==> src/rtl/ccr_pkg.sv <==
// Shared definitions for the condition code register and the decoder that
// drives it: CCR bit positions, jump-condition encodings and ALU op numbering.
package ccr_pkg;

   localparam int CCR_W   = 4;

   // Fixed CCR bit positions.
   localparam int CCR_ZF  = 0;
   localparam int CCR_NF  = 1;
   localparam int CCR_CF  = 2;
   localparam int CCR_OVF = 3;

   // Flag tested by a conditional jump.
   typedef enum logic [1:0] {
      JC_Z    = 2'd0,
      JC_N    = 2'd1,
      JC_C    = 2'd2,
      JC_NONE = 2'd3
   } jmp_cond_e;

   // ALU operation numbering, shared with the decoder.
   typedef enum logic [3:0] {
      ALU_NOP = 4'd0,
      ALU_ADD = 4'd1,
      ALU_SUB = 4'd2,
      ALU_AND = 4'd3,
      ALU_OR  = 4'd4,
      ALU_XOR = 4'd5,
      ALU_NOT = 4'd6,
      ALU_SHL = 4'd7,
      ALU_SHR = 4'd8,
      ALU_INC = 4'd9,
      ALU_DEC = 4'd10,
      ALU_MOV = 4'd11,
      ALU_CMP = 4'd12
   } alu_op_e;

   // Flag write mask produced by the decoder for each ALU operation.
   function automatic logic [CCR_W-1:0] alu_op_upd_mask(input alu_op_e op);
      logic [CCR_W-1:0] m;
      m = '0;
      case (op)
         ALU_ADD, ALU_SUB, ALU_INC,
         ALU_DEC, ALU_CMP:                 m = 4'b1111;
         ALU_AND, ALU_OR, ALU_XOR,
         ALU_NOT, ALU_MOV:                 m = 4'b0011;
         ALU_SHL, ALU_SHR:                 m = 4'b0111;
         default:                          m = 4'b0000;
      endcase
      return m;
   endfunction

endpackage

==> src/rtl/ccr_shadow.sv <==
// Single-level CCR shadow for interrupt entry / RTI, with a sticky nesting
// error flag raised on a save over a valid shadow, a restore from an empty
// shadow, or a save and restore in the same cycle.
module ccr_shadow
   import ccr_pkg::*;
(
   input  logic             clk,
   input  logic             rst,
   input  logic             stall,
   input  logic             save,
   input  logic             restore,
   input  logic [CCR_W-1:0] ccr,
   output logic [CCR_W-1:0] shadow,
   output logic             shadow_valid,
   output logic             nest_err
);

   logic [CCR_W-1:0] shadow_q, shadow_d;
   logic             valid_q, valid_d;
   logic             err_q, err_d;

   // Next-state: restore wins over save; a same-cycle save is dropped.
   always_comb begin
      shadow_d = shadow_q;
      valid_d  = valid_q;
      err_d    = err_q;
      if (!stall) begin
         if (restore) begin
            valid_d = 1'b0;
            if (!valid_q || save) err_d = 1'b1;
         end else if (save) begin
            shadow_d = ccr;
            valid_d  = 1'b1;
            if (valid_q) err_d = 1'b1;
         end
      end
   end

   // Shadow, valid and sticky error registers.
   always_ff @(posedge clk) begin
      if (rst) begin
         shadow_q <= '0;
         valid_q  <= 1'b0;
         err_q    <= 1'b0;
      end else begin
         shadow_q <= shadow_d;
         valid_q  <= valid_d;
         err_q    <= err_d;
      end
   end

   assign shadow       = shadow_q;
   assign shadow_valid = valid_q;
   assign nest_err     = err_q;

endmodule

==> src/rtl/ccr_unit.sv <==
// Condition code register behind the ALU: masked flag latch, SETC/CLRC,
// clear of the tested flag on a taken conditional jump, and an interrupt
// shadow. Outputs are registered; an update in cycle N shows in cycle N+1.
module ccr_unit
   import ccr_pkg::*;
(
   input  logic             clk,
   input  logic             rst,
   input  logic             stall,
   input  logic             alu_ZF,
   input  logic             alu_NF,
   input  logic             alu_CF,
   input  logic             alu_OVF,
   input  logic [CCR_W-1:0] upd_mask,
   input  logic             setc,
   input  logic             clrc,
   input  logic             jmp_taken,
   input  logic [1:0]       jmp_cond,
   input  logic             int_save,
   input  logic             rti_restore,
   output logic             ZF,
   output logic             NF,
   output logic             CF,
   output logic             OVF,
   output logic [CCR_W-1:0] ccr_out,
   output logic             shadow_valid,
   output logic             nest_err
);

   logic [CCR_W-1:0] ccr_q, ccr_d;
   logic [CCR_W-1:0] alu_flags;
   logic [CCR_W-1:0] shadow;

   assign alu_flags = {alu_OVF, alu_CF, alu_NF, alu_ZF};

   // Flag merge: stall holds, RTI reloads, else mask -> carry ops -> jump clear.
   always_comb begin
      ccr_d = ccr_q;
      if (stall) begin
         ccr_d = ccr_q;
      end else if (rti_restore) begin
         ccr_d = shadow;
      end else begin
         ccr_d = (ccr_q & ~upd_mask) | (alu_flags & upd_mask);
         if (setc)      ccr_d[CCR_CF] = 1'b1;
         else if (clrc) ccr_d[CCR_CF] = 1'b0;
         if (jmp_taken && (jmp_cond != JC_NONE)) ccr_d[jmp_cond] = 1'b0;
      end
   end

   // CCR state register.
   always_ff @(posedge clk) begin
      if (rst) ccr_q <= '0;
      else     ccr_q <= ccr_d;
   end

   ccr_shadow u_shadow (
      .clk          (clk),
      .rst          (rst),
      .stall        (stall),
      .save         (int_save),
      .restore      (rti_restore),
      .ccr          (ccr_q),
      .shadow       (shadow),
      .shadow_valid (shadow_valid),
      .nest_err     (nest_err)
   );

   assign ZF      = ccr_q[CCR_ZF];
   assign NF      = ccr_q[CCR_NF];
   assign CF      = ccr_q[CCR_CF];
   assign OVF     = ccr_q[CCR_OVF];
   assign ccr_out = ccr_q;

endmodule
==> config.mk <==
export PLATFORM = sky130hd
export DESIGN_NAME = ccr_unit
export DESIGN_NICKNAME = d
export VERILOG_FILES = /design/src/rtl/ccr_pkg.sv /design/src/rtl/ccr_shadow.sv /design/src/rtl/ccr_unit.sv
export SDC_FILE = /design/constraint.sdc
export NUM_CORES = 1
export LEC_CHECK = 0
export BUFFER_PORTS_ARGS = -buffer_cell sky130_fd_sc_hd__buf_2
export CORE_AREA = 2 2 39 41
export CTS_BUF_LIST = sky130_fd_sc_hd__clkbuf_8
export DETAILED_ROUTE_END_ITERATION = 8
export DIE_AREA = 0 0 41 43
export PLACE_DENSITY_LB_ADDON = 0.1
export SYNTH_ARGS = -nofsm -noshare
export SYNTH_HDL_FRONTEND = slang
export SYNTH_SLANG_ARGS = --single-unit
==> constraint.sdc <==
create_clock -name clk -period 1.2 [get_ports clk]
set_input_delay 0.06 -clock clk [delete_from_list [all_inputs] [get_ports clk]]
set_output_delay 0.06 -clock clk [all_outputs]
set_load 0.01 [all_outputs]
# Yosys cells after proc, flatten, opt, wreduce, memory -nomap -nowiden
# Cells that the tools add are included.
[word_totals] out_inout_bits=10 ff_bits=10 inputBits=18
[op_classes] n_lt_le_gt_ge=2 n_reduce_logical=9 n_bitwise=8 mux=14 eq_ne=2
[ops] cell="AND 4 bit" n=3
[ops] cell="2-to-1 mux 1 bit" n=11
[ops] cell="2-to-1 mux 4 bit" n=2
[ops] cell="NOT 4 bit" n=2
[ops] cell="OR 4 bit" n=1
[ops] cell="AND reduction 4 bit" n=1
[ops] cell="nonzero test 2 bit" n=2
[ops] cell="< comparator 2 x 3 -> 1 bit, second input constant" n=1
[ops] cell="AND reduction 3 bit" n=1
[ops] cell="demux 1 bit (select 2 bit)" n=1
[ops] cell="greater-or-equal comparator 2 x 1 -> 1 bit, second input constant" n=1
[ops] cell="logical AND 1 bit" n=2
[ops] cell="inequality test 2 x 1 -> 1 bit, second input constant" n=1
[ops] cell="inequality test 2 bit, second input constant" n=1
[ops] cell="NOT 1 bit" n=2
[ops] cell="AND reduction 2 bit" n=1
[ops] cell="logical NOT 1 bit" n=1
[ops] cell="logical OR 1 bit" n=1

# Depth between registers and ports, before layout
# Gate-level depths: netlist of run 1.
[depth] word_depth=10 depth_mapped=4

# Hierarchy
# From an unflattened synthesis of run 1, not the netlist that was laid out.
[hier_totals] cells_unflattened=61 area_unflattened_um2=565.5
[modules_own_cells] mod="ccr_unit" cells_per_inst=34 seq_area_each_um2=80.1 area_each_um2=286.5 instances=1
[modules_own_cells] mod="ccr_shadow" cells_per_inst=27 seq_area_each_um2=120.1 area_each_um2=279.0 instances=1

# Least setup slack after synthesis of run 1
# Ideal clock, no wire load.
[synth_timing] kind="reg2reg" startpoint="reg ccr_q[0], in the netlist ccr_out[0]" endpoint="reg ccr_q[0], in the netlist ccr_out[0]" path_buffers=0 slack_ns=0.115 setup_time_ns=0.086 stages_incl_launch_ff=4 required_time_ns=1.114 period_less_slack_ns=1.085 t_arrival_ns=0.999 path_cell_list="dfxtp_1 -> mux2i_1 -> a311o_1 -> a221oi_2"
[synth_between] elab_chain_len=5
[synth_rtl] element="from (decl)" line_no="ccr_unit.sv:30" source="logic [CCR_W-1:0] ccr_q, ccr_d;"
[synth_rtl] element="from (signal assigned)" line_no="ccr_unit.sv:54" source="else ccr_q <= ccr_d;"
[synth_rtl] element="AND 4 bit (*)" line_no="ccr_unit.sv:44" source="ccr_d = (ccr_q & ~upd_mask) | (alu_flags & upd_mask);"
[synth_rtl] element="OR 4 bit (*)" line_no="ccr_unit.sv:44"
[synth_rtl] element="AND 4 bit (no source line)"
[synth_rtl] element="2-to-1 mux 4 bit (*)" line_no="ccr_unit.sv:47" source="if (jmp_taken && (jmp_cond != JC_NONE)) ccr_d[jmp_cond] = 1'b0;"
[synth_rtl] element="2-to-1 mux 4 bit (*)" line_no="ccr_unit.sv:41" source="end else if (rti_restore) begin"
# Mark *: on every way between the ends. The rest lies on a longest branch, timed or not.
# A chain may end at the register's enable or synchronous reset.

# Final worst setup path of run 1
# Same ends and word-level chain as after synthesis.

==> run_results.csv, run 1 <==
group,metric,value,unit
status,status,"completed",
routing,vias_per_cell,4.969,
final_layout,layout.nets,102,
routing,via_count,487,
sta,maxSlewViolCount,0,
clock_network,cts.htree.levels,1,
power,p_sw,0.1948,mW
sta,fin_setup_tns,0,ns
power,power_frac_comb,0.169,
critical_path,crit_path_top_delay_cell,"dfxtp_1",
synth,syn_nets,75,
clock_network,cts-hold-fix-buffers,0,
sta,setup_viol,0,
critical_path,startpoint,"ccr_out[0]",
synth,yosysUniqueCellTypes,20,
clock_network,insertion_delay,0.23,ns
floorplan,start_util,0.3969,
sta,finalHoldViolCount,0,
place,port_buffers,27,
sta,fmax,931.3,MHz
clock_network,tritoncts,"done",
synth,synth_area,549.3,sq um
power,power_density,1182,mW/mm^2
synth,yosys-top-cells-count,"10 x dfxtp_1, 7 x mux2i_1, 6 x nor2_1",
power,p_clk_frac,0.400,
critical_path,cp.depth,3,
routing,drt_first_pass_iters,2,
critical_path,critPathMaxFanout,5,
sta,finClkSkew,0.003022,ns
sta,min_period,1.074,ns
clock_network,cts_root_buf,"clkbuf_8",
critical_path,arrival,1.22,ns
floorplan,io_pins,28,
critical_path,crit_required,1.35,ns
critical_path,end_kind,"register",
floorplan,core,0.001384,sq mm
floorplan,fp.dieArea,0.001763,sq mm
final_layout,regArea,200.2,sq um
global_route,grt_pass1_vias,426,
synth,synth.avg_cell_area,9.636,sq um
routing,ant_nets,0,
critical_path,crit_chain,"mux2i_1 -> a311o_1 -> a221oi_2",
routing,drt_iter0_drc,3,
synth,synth-seq-cells,10,
critical_path,worstReg2RegEnd,"ccr_out[0]",
routing,post_drt_wl_per_cell,11.24,um
global_route,grt_overflow,0,
critical_path,crit_buf_inv,0,
synth,synth_edf_count,0,
floorplan,fp.dieH,43,um
power,seqPwrFrac,0.432,
synth,synth_top_flop_cell,"dfxtp_1",
final_layout,area_growth,28.25,%
critical_path,critPathKind,"reg -> reg",
final_layout,fillCellCount,160,
final_layout,final_util,0.5090,
final_layout,drive_above_1_share,0.4634,
floorplan,die_w,41,um
final_layout,multiInputGateArea,274.0,sq um
global_route,grt_max_degree,11,
power,p_leak,0.3302,nW
critical_path,slowest_delay,0.38,ns
synth,ys.warnings.count,0,
synth,synth_seq_area_share,0.3645,
global_route,grt_pass1_wl,1704,um
critical_path,reg2reg_slack,0.13,ns
clock_network,clk_pin_slew_worst_paths,0.05,ns
critical_path,cp_top_family,"compound AO/OA/AOI/OAI gates",
place,gp_congestion,0.6647,
routing,drt-total-wl,1102,um
routing,route.detailed.drc,0,
critical_path,crit_path_start_kind,"register",
clock_network,cts.sinks,10,
final_layout,diodes,0,
critical_path,setup.worst_path.end,"ccr_out[0]",
clock_network,postCtsSetupRepairBufs,0,
sta,tightest_slew,0.3183,ns
floorplan,num_rows,14,
clock_network,clock_path_buffers,2,
run,max-cap-violations,0,
clock_network,cts.repair.resized,0,
synth,async_flop_share,0,
power,swShare,0.2339,
critical_path,reg2reg_from,"ccr_out[0]",
critical_path,r2r_cells,3,
synth,ys_top_cells_by_area,"dfxtp_1 36%, mux2i_1 13%, a221oi_2 5.5%",
sta,rsz0062_at_grt,"false",
power,p_int,0.6379,mW
sta,fin_crit_sh,0.8948,
synth,synth_top_area_frac,0.3645,
power,vdd_drop_max,1.025,mV
clock_network,cts_made_buffers,3,
global_route,antenna_found_initial,0,
synth,synth.largest_area_cell,"dfxtp_1",
sta,max-slew-margin-rel,0.7876,
synth,yosysMostFrequentCell,"dfxtp_1",
synth,synth_cells,57,
global_route,track_usage,0.1423,
hold_path,min_path_type,"in -> reg",
## cells in the final DEF (no fill, tap or decap)
cell type  Yosys  layout
buf_4          4       2
mux2i_1        7       7
buf_2          0      27
a211oi_1       2       2
a31oi_1        1       1
nor2_1         6       6
a21oi_1        5       5
nand2b_1       2       2
nand3_1        1       1
inv_1          5       5
o2111ai_1      1       1
nand3b_1       1       1
nor3b_4        1       1
clkbuf_8       0       3
nand2_1        1       1
or2_2          1       1
a311o_1        2       2
a221oi_2       2       2
mux2_2         2       2
dfxtp_1       10      10
## per-stage QoR
step,hold slack (ns),instances,worst slack [ns],instance area [sq um],power [mW]
2_1_floorplan,0.2764,57,0.1151,549.3,0.4591
3_3_place_gp,0.3771,95,0.1652,663.1,0.5063
4_1_cts,0.1313,98,0.1126,704.4,0.8447
3_5_place_dp,0.3727,95,0.1224,663.1,0.5073
5_1_grt,0.1456,98,0.04091,704.4,0.8856
6_report,0.1347,98,0.1262,704.4,0.8327
## logic make-up (layout without fill, tap and decap cells)
group                  count (synthesis)  in the layout  share of synthesized area
AOI/OAI and AO/OA                     13             13                     0.1913
buffers and inverters                 12             37                     0.1367
DFF                                   10             10                     0.3645
muxes                                  9              9                     0.1686
and+or+nand+nor                       13             13                     0.1389
## sequential cells by signal, indices dropped and copies added, names as in the netlist, named ones only
signal,count
u_shadow.shadow_valid,1
u_shadow.shadow,4
u_shadow.nest_err,1
ccr_out,3
## metal layers
layer	vias to the layer above	wire [um]	track usage	part of all wire
met4	0	8	0.1000	0.0073
met2	22	476	0.2000	0.43
met3	2	107	0.03141	0.097
li1	250	-	-	-
met5	-	0	0	0
met1	213	510	0.1830	0.46
## how the worst min path moves through the flow
stage / from / slack [ns] / depth (start not counted) / endpoint
after global routing: rti_restore / 0.15 / 2 / u_shadow.shadow_valid
after global placement: rst / 0.38 / 2 / u_shadow.shadow[1]
after floorplan: int_save / 0.28 / 2 / u_shadow.shadow_valid
final: rti_restore / 0.13 / 2 / u_shadow.shadow_valid
after CTS: rti_restore / 0.13 / 2 / u_shadow.shadow_valid
after detailed placement: rti_restore / 0.37 / 2 / u_shadow.shadow_valid
## power groups by stage
stage / Clock [mW] / Sequential (mW) / Combinational, mW
global route: 0.371 / 0.361 / 0.154
detailed placement: 0 / 0.365 / 0.142
CTS: 0.343 / 0.359 / 0.142
floorplan: 0 / 0.371 / 0.0885
finish: 0.333 / 0.359 / 0.140
global placement: 0 / 0.365 / 0.142
## layout make-up
cell class / instances / share of cell area
Tap cell: 16 / 0.02842
Clock buffer: 3 / 0.05861
Multi-Input combinational cell: 35 / 0.3890
Inverter: 5 / 0.02664
Timing Repair Buffer: 29 / 0.2131
Sequential cell: 10 / 0.2842
Power figures use the tool's default switching activity.
==> inputs of run 2 (changes only) <==
--- a/config.mk
+++ b/config.mk
@@ -5,7 +5,7 @@
 export SDC_FILE = /design/constraint.sdc
 export NUM_CORES = 1
 export LEC_CHECK = 0
-export BUFFER_PORTS_ARGS = -buffer_cell sky130_fd_sc_hd__buf_2
+export BUFFER_PORTS_ARGS = -buffer_cell sky130_fd_sc_hd__buf_4
 export CORE_AREA = 2 2 39 41
 export CTS_BUF_LIST = sky130_fd_sc_hd__clkbuf_8
 export DETAILED_ROUTE_END_ITERATION = 8
==> run_results.csv, run 2 (same netlist as run 1, synthesis figures left out) <==
group,metric,value,unit
sta,setup_viol,0,
floorplan,start_util,0.3969,
critical_path,crit_required,1.35,ns
critical_path,critPathMaxFanout,5,
sta,rsz0062_at_grt,"false",
global_route,grt_max_degree,12,
critical_path,crit_chain,"mux2i_1 -> a311o_1 -> a221oi_2",
sta,min_period,1.080,ns
place,place_area,723.2,sq um
sta,fin_setup_tns,0,ns
routing,route.detailed.drc,0,
clock_network,postCtsSetupRepairBufs,0,
clock_network,cts-hold-fix-buffers,0,
final_layout,final_cell_mix,"28 x buf_4, 10 x dfxtp_1, 7 x mux2i_1",
critical_path,end_kind,"register",
critical_path,slowest_delay,0.38,ns
power,seqPwrFrac,0.385,
critical_path,crit_path_start_kind,"register",
routing,via_count,467,
final_layout,final_common_cell,"buf_4",
sta,finClkSkew,0.002069,ns
sta,whs,0.07650,ns
routing,drt_iter0_drc,4,
routing,drt-total-wl,1028,um
floorplan,io_pins,28,
power,vdd_drop_max,0.5965,mV
global_route,antenna_found_initial,0,
final_layout,largest_register_ffs,4,
routing,ant_nets,0,
critical_path,critPathKind,"reg -> reg",
place,port_buffers,27,
clock_network,insertion_delay,0.23,ns
power,p_int,0.7309,mW
routing,post_drt_wl_per_cell,10.49,um
clock_network,tritoncts,"done",
place,gp_congestion,0.6225,
clock_network,cts_root_buf,"clkbuf_8",
clock_network,cts.htree.levels,1,
floorplan,fp.dieArea,0.001763,sq mm
power,power_frac_comb,0.175,
status,status,"completed",
floorplan,core,0.001384,sq mm
power,power_density,1197,mW/mm^2
floorplan,fp.dieH,43,um
sta,finalHoldViolCount,0,
clock_network,cts.sinks,10,
place,dp_cells,94,
sta,fin_crit_sh,0.9004,
place,dpl.hpwl,797.1,um
final_layout,final_util,0.5624,
critical_path,arrival,1.23,ns
floorplan,die_w,41,um
sta,maxSlewViolCount,0,
sta,fmax,925.5,MHz
global_route,grt_pass1_wl,1455,um
routing,drt_first_pass_iters,4,
global_route,grt_overflow,0,
power,p_leak,0.3493,nW
power,p_clk_frac,0.440,
final_layout,area_growth,41.69,%
clock_network,cts_made_buffers,3,
sta,max-slew-margin-rel,0.7893,
final_layout,layout.nets,101,
place,place_ws,0.1178,ns
power,swShare,0.2156,
clock_network,clock_path_buffers,2,
final_layout,drive_above_1_share,0.4634,
power,p_sw,0.2009,mW
clock_network,cts.repair.resized,0,
final_layout,final_cells,98,
global_route,grt_pass1_vias,399,
clock_network,clk_pin_slew_worst_paths,0.05,ns
global_route,track_usage,0.1222,
sta,fin_ws,0.1195,ns
final_layout,finalInstanceArea,778.2,sq um
run,max-cap-violations,0,
routing,vias_per_cell,4.765,
hold_path,min_path_type,"in -> reg",
sta,tightest_slew,0.3157,ns
critical_path,crit_path_top_delay_cell,"dfxtp_1",
power,p_total,0.9318,mW
floorplan,num_rows,14,
final_layout,diodes,0,
run 2: cell count changes in the layout (fill, tap and decap cells not counted), sizes merged:
| cell | before | now |
|---|---|---|
| buf | 29 | 28 |
| clkbuf | 3 | 4 |
run 2: per-layer routing:
| metal | wire, um | vias to the layer above | global-route usage | share of wire |
|---|---|---|---|---|
| met5 | 0 | - | 0 | 0 |
| met4 | 8 | 0 | 0.1000 | 0.0078 |
| met3 | 113 | 2 | 0.01571 | 0.11 |
| met2 | 461 | 22 | 0.1688 | 0.45 |
| met1 | 446 | 196 | 0.1607 | 0.43 |
| li1 | - | 247 | - | - |
run 2: worst max-delay path, delay by kind of cell (launching register included):
| kind | cells | cell delay, ns |
|---|---|---|
| multiplexers | 1 | 0.09 |
| AO/OA/AOI/OAI | 2 | 0.53 |
| flip-flops | 1 | 0.38 |
run 2: worst paths after layout:
| path | startpoint | slack, ns | to | cells after the start |
|---|---|---|---|---|
| worst max-delay path | ccr_out[1] | 0.12 | ccr_out[1] | 3 |
| worst min-delay path | rst | 0.08 | ccr_out[1] | 2 |
| worst min register to register | u_shadow.nest_err | 0.47 | u_shadow.nest_err | 2 |
| worst max register to register | ccr_out[1] | 0.12 | ccr_out[1] | 3 |
run 2: cell type report:
type / instances / area (sq um)
flip-flops and latches: 10 / 200.2
multi-input cells: 35 / 274.0
well taps: 16 / 20.02
fillers: 129 / 605.6
clock buffers: 4 / 55.05
inverters: 5 / 18.77
repair buffers: 28 / 210.2
run 2: power groups by stage:
stage	sequential [mW]	clock (mW)	combinational (mW)
2_1_floorplan	0.371	0	0.0885
3_3_place_gp	0.365	0	0.166
3_5_place_dp	0.365	0	0.166
4_1_cts	0.359	0.425	0.166
5_1_grt	0.360	0.440	0.177
6_report	0.359	0.410	0.163
==> inputs of run 3 (changes only) <==
--- a/config.mk
+++ b/config.mk
@@ -5,12 +5,14 @@
 export SDC_FILE = /design/constraint.sdc
 export NUM_CORES = 1
 export LEC_CHECK = 0
-export BUFFER_PORTS_ARGS = -buffer_cell sky130_fd_sc_hd__buf_4
+export ABC_AREA = 1
+export BUFFER_PORTS_ARGS = -buffer_cell sky130_fd_sc_hd__buf_2
 export CORE_AREA = 2 2 39 41
 export CTS_BUF_LIST = sky130_fd_sc_hd__clkbuf_8
 export DETAILED_ROUTE_END_ITERATION = 8
 export DIE_AREA = 0 0 41 43
 export PLACE_DENSITY_LB_ADDON = 0.1
+export SLEW_MARGIN = 10
 export SYNTH_ARGS = -nofsm -noshare
 export SYNTH_HDL_FRONTEND = slang
 export SYNTH_SLANG_ARGS = --single-unit
==> run_results.csv, run 3 <==
group,metric,value,unit
status,status,"completed",
sta,max-slew-margin-rel,0.8399,
clock_network,cts.repair.resized,0,
sta,min_period,0.8230,ns
final_layout,diodes,0,
synth,synth_compound_area_frac,0.2388,
synth,synth_seq_area_share,0.3571,
synth,synth_simple_gate_area_frac,0.1942,
critical_path,cp_top_family,"flip-flops",
synth,yosysMostFrequentCell,"inv_1",
final_layout,layout.nets,123,
global_route,grt_pass1_vias,472,
sta,rsz0062_at_grt,"false",
floorplan,num_rows,14,
critical_path,crit_path_top_delay_cell,"dfxtp_1",
synth,ys_top_cells_by_area,"dfxtp_1 36%, inv_1 10%, a21oi_1 6.3%",
clock_network,cts-hold-fix-buffers,0,
synth,synth_top_area_frac,0.3571,
sta,tightest_slew,0.2398,ns
routing,drt_iter0_drc,3,
synth,synth-seq-cells,10,
critical_path,crit_required,1.14,ns
synth,synth_cells,78,
sta,finClkSkew,0.0001471,ns
routing,drt-total-wl,1158,um
sta,fin_crit_sh,0.6858,
clock_network,postCtsSetupRepairBufs,0,
clock_network,cts_root_buf,"clkbuf_8",
sta,setup_viol,0,
critical_path,critPathKind,"reg -> out",
critical_path,slowest_delay,0.38,ns
routing,ant_nets,0,
floorplan,fp.dieH,43,um
global_route,grt_overflow,0,
place,place_ws,0.3851,ns
routing,drt_first_pass_iters,2,
final_layout,drive_above_1_share,0.3846,
synth,syn_nets,96,
critical_path,reg2reg_slack,0.38,ns
floorplan,io_pins,28,
global_route,antenna_found_initial,0,
place,port_buffers,27,
clock_network,clock_path_buffers,2,
clock_network,clk_pin_slew_worst_paths,0.05,ns
sta,fin_ws,0.3770,ns
routing,post_drt_wl_per_cell,9.650,um
power,power_density,1292,mW/mm^2
routing,route.detailed.drc,0,
global_route,grt_max_degree,10,
place,gp_congestion,0.6914,
synth,async_flop_share,0,
synth,synth_top_family_by_area,"compound AO/OA/AOI/OAI gates",
synth,synth_mux_area_frac,0.01786,
run,max-cap-violations,0,
synth,yosysUniqueCellTypes,18,
global_route,track_usage,0.1593,
critical_path,crit_buf_inv,1,
final_layout,area_growth,30.13,%
critical_path,arrival,0.76,ns
clock_network,cts_made_buffers,3,
power,p_total,0.9426,mW
final_layout,final_util,0.5271,
synth,synth.avg_cell_area,7.186,sq um
hold_path,min_path_type,"in -> reg",
critical_path,end_kind,"output pin",
synth,synth-xor-area-share,0,
floorplan,fp.dieArea,0.001763,sq mm
routing,vias_per_cell,4.517,
floorplan,die_w,41,um
final_layout,final_common_cell,"buf_2",
synth,yosys-top-cells-count,"15 x inv_1, 10 x dfxtp_1, 8 x nor2_1",
synth,synth_area,560.5,sq um
critical_path,crit_path_start_kind,"register",
clock_network,tritoncts,"done",
critical_path,critPathMaxFanout,5,
synth,synth.largest_area_cell,"dfxtp_1",
synth,synth_top_flop_cell,"dfxtp_1",
sta,finalHoldViolCount,0,
sta,maxSlewViolCount,0,
synth,synth_edf_count,0,
clock_network,cts.sinks,10,
critical_path,crit_chain,"buf_2",
synth,ys.warnings.count,0,
final_layout,final_cell_mix,"27 x buf_2, 15 x inv_1, 10 x dfxtp_1",
clock_network,insertion_delay,0.23,ns
floorplan,start_util,0.4051,
final_layout,largest_register_ffs,4,
floorplan,core,0.001384,sq mm
routing,via_count,542,
place,dpl.hpwl,897.2,um
global_route,grt_pass1_wl,1869,um
sta,fmax,1215,MHz
clock_network,cts.htree.levels,1,
power,p_leak,0.3892,nW
sta,fin_setup_tns,0,ns
power,vdd_drop_max,0.4972,mV
synth,synth-adder-area-share,0,
[run 3: changes by cell type in the layout (fill, tap and decap cells not counted), sizes merged, moves of 2 or more]
| cell | delta |
|---|---|
| o21ai | +10 |
| nand3 | +5 |
| a21oi | +5 |
| a311o | -2 |
| nand2b | -2 |
| mux2 | -2 |
| inv | +12 |
| nand2 | +7 |
| a211oi | -2 |
| a221oi | -2 |
| nor2 | +3 |
| mux2i | -6 |
| o211ai | +2 |
[run 3: layout make-up]
| cell class | instances | area, sq um |
|---|---|---|
| Clock buffer | 4 | 55.05 |
| Fill cell | 155 | 654.4 |
| Inverter | 17 | 66.31 |
| Multi-Input combinational cell | 46 | 252.7 |
| Sequential cell | 10 | 200.2 |
| Tap cell | 16 | 20.02 |
| Timing Repair Buffer | 27 | 135.1 |
[run 3: worst paths after layout]
kind	from	cells after the start	to
setup / recovery	ccr_out[1]	1	NF
hold / removal	rst	2	ccr_out[2]
setup reg to reg	ccr_out[0]	4	ccr_out[0]
hold reg to reg	u_shadow.nest_err	2	u_shadow.nest_err
[run 3: through the flow]
stage               cells  hold WS [ns]  area, sq um
floorplan              78        0.1224        560.5
detailed placement    116        0.2759        674.4
CTS                   120       0.02306        729.5
finish                120       0.02770        729.5
global placement      116        0.2698        674.4
global route          120       0.02573        729.5
[run 3: power breakdown]
part | internal (mW) | switching (mW) | total [mW]
clock network | 0.289 | 0.140 | 0.429
registers | 0.352 | 0.0133 | 0.366
logic | 0.0655 | 0.0825 | 0.148
[run 3: cells by family after synthesis]
| family | count (synthesis) |
|---|---|
| compound gates | 22 |
| buf+inv | 22 |
| flops | 10 |
| mux | 1 |
| simple gates | 23 |
[run 3: routing by layer]
layer	global-route usage	routed length (um)	vias up
met2	0.2375	537	10
met5	0	0	-
li1	-	-	296
met4	0.08000	9	0
met3	0.04712	54	2
met1	0.1987	556	234
